==> config.mk <==
export PLATFORM = sky130hd
export DESIGN_NAME = mux_nx1_scan_flat
export DESIGN_NICKNAME = d
export VERILOG_FILES = /design/src/rtl/mux_nx1_scan_pkg.sv /design/src/rtl/mux_nx1_scan_if.sv /design/src/rtl/mux_dwell_cnt.sv /design/src/rtl/mux_nx1_scan.sv /design/src/flat_wrapper.sv
export SDC_FILE = /design/constraint.sdc
export NUM_CORES = 1
export LEC_CHECK = 0
export CAP_MARGIN = 20
export CORE_ASPECT_RATIO = 1.1
export CORE_UTILIZATION = 30
export DETAILED_ROUTE_END_ITERATION = 6
export PLACE_DENSITY_LB_ADDON = 0.05
export SETUP_SLACK_MARGIN = 0.1
export SYNTH_ARGS = -nofsm -noshare
export SYNTH_HDL_FRONTEND = slang
export SYNTH_SLANG_ARGS = --single-unit
==> constraint.sdc <==
create_clock -name clk -period 1.6 [get_ports clk]
set_input_delay 0.24 -clock clk [delete_from_list [all_inputs] [get_ports clk]]
set_output_delay 0.24 -clock clk [all_outputs]
set_load 0.05 [all_outputs]
==> src/rtl/mux_nx1_scan_pkg.sv <==
// Shared constants, mode encoding and channel-increment helper for mux_nx1_scan.
// Latency: n/a (declarations only).
// Backpressure: n/a.
package mux_pkg;

    localparam int WIDTH_DEF  = 4;
    localparam int NUM_CH_DEF = 4;
    localparam int DWELL_DEF  = 3;

    // Wide enough to hold any channel index up to the 16-channel maximum.
    localparam int CH_IDX_W   = 4;

    typedef enum logic {
        MODE_MANUAL = 1'b0,
        MODE_AUTO   = 1'b1
    } mode_e;

    // Round-robin increment; wraps on an explicit compare against the last
    // channel so non-power-of-2 channel counts never rely on bit overflow.
    function automatic logic [CH_IDX_W-1:0] next_ch(input logic [CH_IDX_W-1:0] cur,
                                                    input int num_ch);
        if (int'(cur) >= num_ch - 1) begin
            return '0;
        end
        return cur + CH_IDX_W'(1);
    endfunction

endpackage

==> src/rtl/mux_nx1_scan_if.sv <==
// Channel data / select / status bundle between the switch banks and mux_nx1_scan.
// Latency: n/a (wires only).
// Backpressure: none; the mux samples every cycle.
// master = driver of channel data and controls, slave = the mux.
// With MUX_SCAN_SKIP_EN defined the bundle also carries the per-channel Mask.
interface mux_nx1_scan_if
    import mux_pkg::*;
#(
    parameter int WIDTH  = WIDTH_DEF,
    parameter int NUM_CH = NUM_CH_DEF
);
    localparam int SEL_W = $clog2(NUM_CH);

    logic [NUM_CH*WIDTH-1:0] D_IN;
    logic [SEL_W-1:0]        Sel;
    logic                    Auto;
`ifdef MUX_SCAN_SKIP_EN
    logic [NUM_CH-1:0]       Mask;
`endif
    logic [WIDTH-1:0]        F;
    logic [SEL_W-1:0]        CH;
    logic                    Chg;
    logic                    Err;

`ifdef MUX_SCAN_SKIP_EN
    modport master (output D_IN, Sel, Auto, Mask, input F, CH, Chg, Err);
    modport slave  (input D_IN, Sel, Auto, Mask, output F, CH, Chg, Err);
`else
    modport master (output D_IN, Sel, Auto, input F, CH, Chg, Err);
    modport slave  (input D_IN, Sel, Auto, output F, CH, Chg, Err);
`endif

endinterface

==> src/rtl/mux_dwell_cnt.sv <==
// Dwell counter for auto-scan: counts 0..DWELL-1, flags the last cycle of a dwell.
// Latency: tc is combinational from the registered count (same cycle).
// Backpressure: none; enable gates counting, clear forces the count to 0.
// Ports: clk, rst_n (sync, active-low), enable, clear -> tc (terminal-count pulse).
module mux_dwell_cnt #(
    parameter int DWELL = 3
) (
    input  logic clk,
    input  logic rst_n,
    input  logic enable,
    input  logic clear,
    output logic tc
);
    // DWELL=1 still needs a 1-bit counter (it simply stays at 0).
    localparam int              CNT_W = (DWELL > 1) ? $clog2(DWELL) : 1;
    localparam logic [CNT_W-1:0] LAST = CNT_W'(DWELL - 1);

    logic [CNT_W-1:0] cnt;

    assign tc = enable && !clear && (cnt == LAST);

    always_ff @(posedge clk) begin
        if (!rst_n) begin
            cnt <= '0;
        end else if (clear) begin
            cnt <= '0;
        end else if (enable) begin
            cnt <= (cnt == LAST) ? '0 : cnt + CNT_W'(1);
        end
    end

endmodule

==> src/rtl/mux_nx1_scan.sv <==
// NUM_CH x WIDTH to 1 registered mux with manual select or round-robin auto-scan.
// Latency: 1 cycle from D_IN/Sel/Auto to F, CH, Chg, Err (all registered together).
// Backpressure: none; inputs are sampled every rising edge.
// Ports: clk, rst_n (sync, active-low), bus (mux_nx1_scan_if.slave: D_IN, Sel,
// Auto [, Mask] in; F, CH, Chg, Err out). Optional macro MUX_SCAN_SKIP_EN adds
// Mask: auto-scan skips masked-off channels, manual select of one flags Err.
module mux_nx1_scan
    import mux_pkg::*;
#(
    parameter int WIDTH  = WIDTH_DEF,
    parameter int NUM_CH = NUM_CH_DEF,
    parameter int DWELL  = DWELL_DEF
) (
    input  logic           clk,
    input  logic           rst_n,
    mux_nx1_scan_if.slave  bus
);
    localparam int SEL_W = $clog2(NUM_CH);

    mode_e            mode;
    logic             tc;
    logic [SEL_W-1:0] ch_q;
    logic [SEL_W-1:0] ch_nxt;
    logic [SEL_W-1:0] ch_inc;
    logic             sel_ok;
    logic             err_nxt;
    logic [WIDTH-1:0] f_q;
    logic [WIDTH-1:0] f_nxt;
    logic             chg_q;
    logic             err_q;

    assign mode = mode_e'(bus.Auto);

    // Counter is held at 0 in manual mode, so entering auto always starts a
    // fresh dwell on the current channel.
    mux_dwell_cnt #(.DWELL(DWELL)) u_dwell (
        .clk    (clk),
        .rst_n  (rst_n),
        .enable (mode == MODE_AUTO),
        .clear  (mode == MODE_MANUAL),
        .tc     (tc)
    );

    assign ch_inc = SEL_W'(next_ch(CH_IDX_W'(ch_q), NUM_CH));

`ifdef MUX_SCAN_SKIP_EN
    localparam int SEL_SPAN = 1 << SEL_W;

    logic [SEL_SPAN-1:0] mask_ext;
    logic [SEL_W-1:0]    ch_skip;

    // Zero-extend so an out-of-range Sel indexes a 0 bit instead of running off the end.
    assign mask_ext = SEL_SPAN'(bus.Mask);
    assign sel_ok   = (int'(bus.Sel) < NUM_CH) && mask_ext[bus.Sel];

    // First enabled channel strictly after ch_q, searching upward with wrap;
    // lands back on ch_q when it is the only enabled one.
    always_comb begin
        int  idx;
        logic found;
        idx     = 0;
        found   = 1'b0;
        ch_skip = ch_q;
        for (int i = 1; i <= NUM_CH; i++) begin
            idx = (int'(ch_q) + i) % NUM_CH;
            if (!found && bus.Mask[idx]) begin
                ch_skip = SEL_W'(idx);
                found   = 1'b1;
            end
        end
    end
`else
    assign sel_ok = (int'(bus.Sel) < NUM_CH);
`endif

    always_comb begin
        ch_nxt  = ch_q;
        err_nxt = 1'b0;
        if (mode == MODE_AUTO) begin
`ifdef MUX_SCAN_SKIP_EN
            if (bus.Mask == '0) begin
                err_nxt = 1'b1;
            end else if (tc) begin
                ch_nxt = ch_skip;
            end
`else
            if (tc) begin
                ch_nxt = ch_inc;
            end
`endif
        end else begin
            if (sel_ok) begin
                ch_nxt = bus.Sel;
            end else begin
                err_nxt = 1'b1;
            end
        end
    end

    // F follows the next-state channel so F and CH move on the same edge.
    always_comb begin
        f_nxt = '0;
        for (int k = 0; k < NUM_CH; k++) begin
            if (int'(ch_nxt) == k) begin
                f_nxt = bus.D_IN[k*WIDTH +: WIDTH];
            end
        end
    end

    always_ff @(posedge clk) begin
        if (!rst_n) begin
            f_q   <= '0;
            ch_q  <= '0;
            chg_q <= 1'b0;
            err_q <= 1'b0;
        end else begin
            f_q   <= f_nxt;
            ch_q  <= ch_nxt;
            chg_q <= (ch_nxt != ch_q);
            err_q <= err_nxt;
        end
    end

    assign bus.F   = f_q;
    assign bus.CH  = ch_q;
    assign bus.Chg = chg_q;
    assign bus.Err = err_q;

endmodule

==> src/flat_wrapper.sv <==
// flat-port wrapper written by rule: the top's interface ports become plain ports
module mux_nx1_scan_flat import mux_pkg::*;
#(
    parameter int WIDTH  = WIDTH_DEF,
    parameter int NUM_CH = NUM_CH_DEF,
    parameter int DWELL  = DWELL_DEF
)
  (clk, rst_n, bus_D_IN, bus_Sel, bus_Auto, bus_F, bus_CH, bus_Chg, bus_Err);
  mux_nx1_scan_if #(.WIDTH(WIDTH), .NUM_CH(NUM_CH)) bus_i ();
  input  logic clk;
  input  logic rst_n;
  input wire logic [$bits(bus_i.D_IN)-1:0] bus_D_IN;
  input wire logic [$bits(bus_i.Sel)-1:0] bus_Sel;
  input wire logic [$bits(bus_i.Auto)-1:0] bus_Auto;
  output wire logic [$bits(bus_i.F)-1:0] bus_F;
  output wire logic [$bits(bus_i.CH)-1:0] bus_CH;
  output wire logic [$bits(bus_i.Chg)-1:0] bus_Chg;
  output wire logic [$bits(bus_i.Err)-1:0] bus_Err;
  assign bus_i.D_IN = bus_D_IN;
  assign bus_i.Sel = bus_Sel;
  assign bus_i.Auto = bus_Auto;
  assign bus_F = bus_i.F;
  assign bus_CH = bus_i.CH;
  assign bus_Chg = bus_i.Chg;
  assign bus_Err = bus_i.Err;
  mux_nx1_scan #(.WIDTH(WIDTH), .NUM_CH(NUM_CH), .DWELL(DWELL)) u_core (.clk(clk), .rst_n(rst_n), .bus(bus_i));
endmodule
## After elaboration in Yosys (flattened, before gate mapping)

Cells that the tools add are included.
W data, S select, Z words.

- Register bits after elaboration: 9
- Output and inout port bits: 8

- Eq/ne operators: 5
- Magnitude comparators: 1
- Muxes and demuxes: 9
- Reductions and logical operators: 3
- Add/sub/neg operators: 2
- Bitwise operators: 2

Operators with widths:

| cell | number |
|---|---|
| $mux W4 | 4 |
| $mux W2 | 4 |
| $eq A2 B2 Y1 const B | 3 |
| $add A2 B1 Y2 const B | 2 |
| $reduce_or A3 Y1 | 1 |
| $eq A2 B1 Y1 const B | 1 |
| $ge A2 B2 Y1 const B | 1 |
| $logic_not A2 Y1 | 1 |
| $ne A2 B2 Y1 | 1 |
| $not A1 Y1 | 2 |
| $logic_and A1 B1 Y1 | 1 |
| $mux W1 | 1 |

## Depth between registers and ports, before layout

- Depth after elaboration: 10
- Depth in mapped cells: 6
- Mapped depth without buffers: 6

## Hierarchy

A second synthesis with hierarchy kept.

- Cells, all modules: 52
- Area, all modules: 498.0 um^2

Modules (own cells, without submodules):

| module | times used | sequential area each (um^2) | area an instance (um^2) | cells an instance |
|---|---|---|---|---|
| mux_nx1_scan | 1 | 140.1 | 402.9 | 42 |
| mux_dwell_cnt | 1 | 40.0 | 95.1 | 10 |

## Worst setup path before layout

No wires, ideal clock.

- Path kind: reg2reg
- Start: register u_core.ch_q[1] (netlist: u_core.bus.CH[1])
- End: register u_core.f_q[0] (netlist: u_core.bus.F[0])
- Slack: -321 ps
- Stages on the path, launching flop included: 6
- Data required time: 1508 ps
- Arrival time: 1828 ps
- Path buffers: 0
- Cell sequence: dfxtp_1 ha_1 mux2i_2 nand2_1 and3_1 o32ai_1

- Longest elaborated chain between the ends: 10

RTL lines:

| item | RTL line | RTL |
|---|---|---|
| from (decl) | mux_nx1_scan.sv:22 | `logic [SEL_W-1:0] ch_q;` |
| from (signal assigned) | mux_nx1_scan.sv:118 | `ch_q <= ch_nxt;` |
| $ge A2 B2 Y1 | mux_nx1_scan_pkg.sv:22 | `if (int'(cur) >= num_ch - 1) begin` |
| $mux W1 | mux_nx1_scan_pkg.sv:22 |  |
| $mux W2 | mux_nx1_scan_pkg.sv:25 | `return cur + CH_IDX_W'(1);` |
| $mux W2 * | mux_nx1_scan.sv:87 | `if (tc) begin` |
| $mux W2 * | mux_nx1_scan.sv:79 | `if (mode == MODE_AUTO) begin` |
| $logic_not A2 Y1 | mux_nx1_scan.sv:104 | `if (int'(ch_nxt) == k) begin` |
| $mux W4 (3 in series) | mux_nx1_scan.sv:104 |  |
| $mux W4 * | mux_nx1_scan.sv:104 |  |
| to (signal assigned) | mux_nx1_scan.sv:117 | `f_q <= f_nxt;` |
| to (decl) | mux_nx1_scan.sv:27 | `logic [WIDTH-1:0] f_q;` |

Mark *: on every way between the ends. The rest lies on a longest branch, timed or not.
A chain may end at the register's enable or synchronous reset.

## Final worst setup path

- Start: register u_core.u_dwell.cnt[0]
- End: register u_core.f_q[2] (netlist: u_core.bus.F[2])

- Longest elaborated chain between the ends: 9

RTL lines:

| item | RTL line | RTL |
|---|---|---|
| from (decl) | mux_dwell_cnt.sv:18 | `logic [CNT_W-1:0] cnt;` |
| from (signal assigned) | mux_dwell_cnt.sv:28 | `cnt <= (cnt == LAST) ? '0 : cnt + CNT_W'(1);` |
| $eq A2 B2 Y1 * | mux_dwell_cnt.sv:20 | `assign tc = enable && !clear && (cnt == LAST);` |
| $logic_and A1 B1 Y1 * | mux_dwell_cnt.sv:20 |  |
| $mux W2 * | mux_nx1_scan.sv:87 |  |
| $mux W2 * | mux_nx1_scan.sv:79 |  |
| $logic_not A2 Y1 | mux_nx1_scan.sv:104 |  |
| $mux W4 (3 in series) | mux_nx1_scan.sv:104 |  |
| $mux W4 * | mux_nx1_scan.sv:104 |  |

Marks and branches as above.

==> impl_metrics.tcl <==
set metrics [dict create \
    drt_iter0_markers 13 \
    dp_cells 137 \
    first_pass_iters 4 \
    slowest_delay_ps 390 \
    outcome "finished clean" \
    overflow 0 \
    maxSlewViolCount 0 \
    nNetsFinal 140 \
    holdWs_ps 403 \
    internal_power_w 0.000489 \
    hold_depth 1 \
    power.share.clock 0.239 \
    finalSetupViolCount 0 \
    ant_nets 0 \
    postCtsHoldBufs 0 \
    rows 16 \
    mostFrequentLayoutCells "clkdlybuf4s50_1 (20), buf_4 (15), nand3_1 (9)" \
    critical_path_arrival_ps 1690 \
    crit_path_max_fanout 6 \
    dieArea_sq_um 2270 \
    synth_top_area_frac 0.288 \
    die_width_um 45.5 \
    maxCapViolations 0 \
    grt_setup_unrepaired "yes" \
    clock.fmax_mhz 646 \
    synth_flop_cell "dfxtp_1" \
    routed-via-count 719 \
    syn_to_final_growth_pct 70.8 \
    avgSynthCellArea_sq_um 7.63 \
    p_seq_frac 0.338 \
    p_leak_nw 0.427 \
    synth-edff-count 0 \
    hold_violations 0 \
    hp-start "u_core.u_dwell.cnt[0]" \
    cp-end-kind "register" \
    yosys_register_bits 9 \
    r2r_setup_slack_ps 50 \
    wl_mm 1.71 \
    cts_tree "built" \
    cts.reportedPaths.clkPinSlew_ps 60 \
    ys_top_cells_by_area "dfxtp_1 (29%), and3_1 (8.0%), nand3_1 (7.2%)" \
    peakVddDrop_uv 398 \
    synth_cell_type_count 24 \
    coreArea_sq_um 1860 \
    swShare 0.351 \
    grt_pass1_wl_mm 2.87 \
    cp-start-kind "register" \
    cp_slowest_cell "or3b_4" \
    required_ps 1740 \
    grt_antenna_before_repair 0 \
    grt_start_max_net_pins 15 \
    dpl.hpwl_mm 1.27 \
    synthCells 82 \
    synth_nets 105 \
    setup_tns_ps 0 \
    htreeDepth 1 \
    path_buf_inv 1 \
    final_util 0.574 \
    fin_crit_ps 1550 \
    p_comb_frac 0.423 \
    hold_end "u_core.u_dwell.cnt[0]" \
    async_reset_ff_frac 0 \
    viasPerCell 5.03 \
    numCtsBuffers 3 \
    synth_top_cell_by_area "dfxtp_1" \
    ys_warn_count 0 \
    nFillCells 189 \
    ys_seq_area_frac 0.288 \
    worst-setup-path-type "reg -> reg" \
    antennaDiodeCount 0 \
    cp_top_family "simple AND/OR/NAND/NOR gates" \
    cts.sinks 9 \
    grt_pass1_vias 697 \
    port_buffers 27 \
    powerDensity_nw_per_um2 705 \
    crit_chain "inv_2, ha_4, or3b_4, a31oi_4, nand2b_2, o32ai_2" \
    reg2reg_depth 6 \
    hp-class "reg -> reg" \
    finalNonFillerCells 143 \
    reg2reg_to "u_core.bus.F[2]" \
    post-route-period-util 0.968 \
    syn_area_sq_um 626 \
    route.detailed.drc 0 \
    gr-usage-all-layers 0.177 \
    stdcell_area_sq_um 1070 \
    wl_per_cell_um 12.0 \
    layout_commonest_cell "clkdlybuf4s50_1" \
    ios 29 \
    switching_power_w 0.000264 \
    layout-drive-gt1-share 0.302 \
    gp_congestion 0.729 \
    post_dp_cell_area_sq_um 976 \
    finClkSkew_ps 8.08 \
    start_util 0.336 \
    clk_latency_ps 270 \
    r2r-start "u_core.u_dwell.cnt[0]" \
    fp.dieH_um 49.9 \
    cts_root_buffer "clkbuf_4" \
    cts.path.max_buffers 2 \
]
[kinds of logic after synthesis]
| kind of cell | count (synthesis) | synth area share |
|---|---|---|
| buffers and inverters | 8 | 0.0540 |
| multiplexers | 2 | 0.0400 |
| flip-flops | 9 | 0.288 |
| AO/OA/AOI/OAI | 20 | 0.228 |
| AND/OR/NAND/NOR | 39 | 0.330 |
| XOR/XNOR | 1 | 0.0140 |
| adder cells (fa/ha/maj) | 2 | 0.0400 |
| other | 1 | 0.00599 |
[cell type report]
type                       count  area (sq um)  area share
multi-input combinational     65           494       0.463
inverter                       3          11.3      0.0105
clock buffer                   4          26.3      0.0246
tap                           27          33.8      0.0316
timing repair buffer          35           313       0.293
sequential                     9           190       0.178
[state kept, by name, indices dropped and copies added (netlist names)]
signal and cells:
u_core.bus.F 4, u_core.bus.CH 2, u_core.bus.Chg 1, u_core.u_dwell.cnt 2
[cells in the mapped netlist, drive strengths merged (2+ instances only)]
cell type / instances
nand2: 9
a22oi: 4
and3: 8
nor2b: 5
o32ai: 4
inv: 3
nand2b: 2
nor2: 4
clkbuf: 4
nand3: 9
o21ai: 3
ha: 2
a211oi: 4
a21oi: 4
dfxtp: 9
[metrics by stage]
step / power [W] / setup WS (ps)
after global placement: 0.000549 / -92.8
after global routing: 0.000802 / -19.7
after CTS: 0.000750 / -16.8
after floorplan: 0.000436 / 54.6
after detailed placement: 0.000551 / -68.5
final: 0.000753 / 51.2
[worst max-delay path by stage]
| stage | startpoint | to | cells past startpoint |
|---|---|---|---|
| floorplan | u_core.bus.CH[1] | u_core.bus.F[0] | 5 |
| global placement | u_core.u_dwell.cnt[0] | u_core.bus.F[1] | 6 |
| detailed placement | u_core.u_dwell.cnt[0] | u_core.bus.F[0] | 6 |
| CTS | u_core.u_dwell.cnt[0] | u_core.bus.F[0] | 6 |
| global route | u_core.u_dwell.cnt[0] | u_core.bus.F[2] | 6 |
| finish | u_core.u_dwell.cnt[0] | u_core.bus.F[2] | 6 |
[power by group through the flow]
stage / clock [W] / sequential, W / combinational (W)
after detailed placement: 0 / 0.000259 / 0.000292
after global placement: 0 / 0.000259 / 0.000290
final: 0.000180 / 0.000255 / 0.000319
after global routing: 0.000204 / 0.000257 / 0.000341
after CTS: 0.000189 / 0.000255 / 0.000306
after floorplan: 0 / 0.000321 / 0.000115
[what timing repair did]
action	in CTS	in global routing
pin swaps	3	2
buffers inserted	1	1
setup endpoints to repair	4	5
cloned	0	0
gates resized for setup	7	4
[metal layers]
layer	global-route usage	up-vias	share of wire
met4	0.106	0	0.028
met5	0	-	0
met1	0.172	325	0.41
met2	0.314	22	0.52
li1	-	367	-
met3	0.0476	5	0.040
Power figures use the tool's default switching activity.
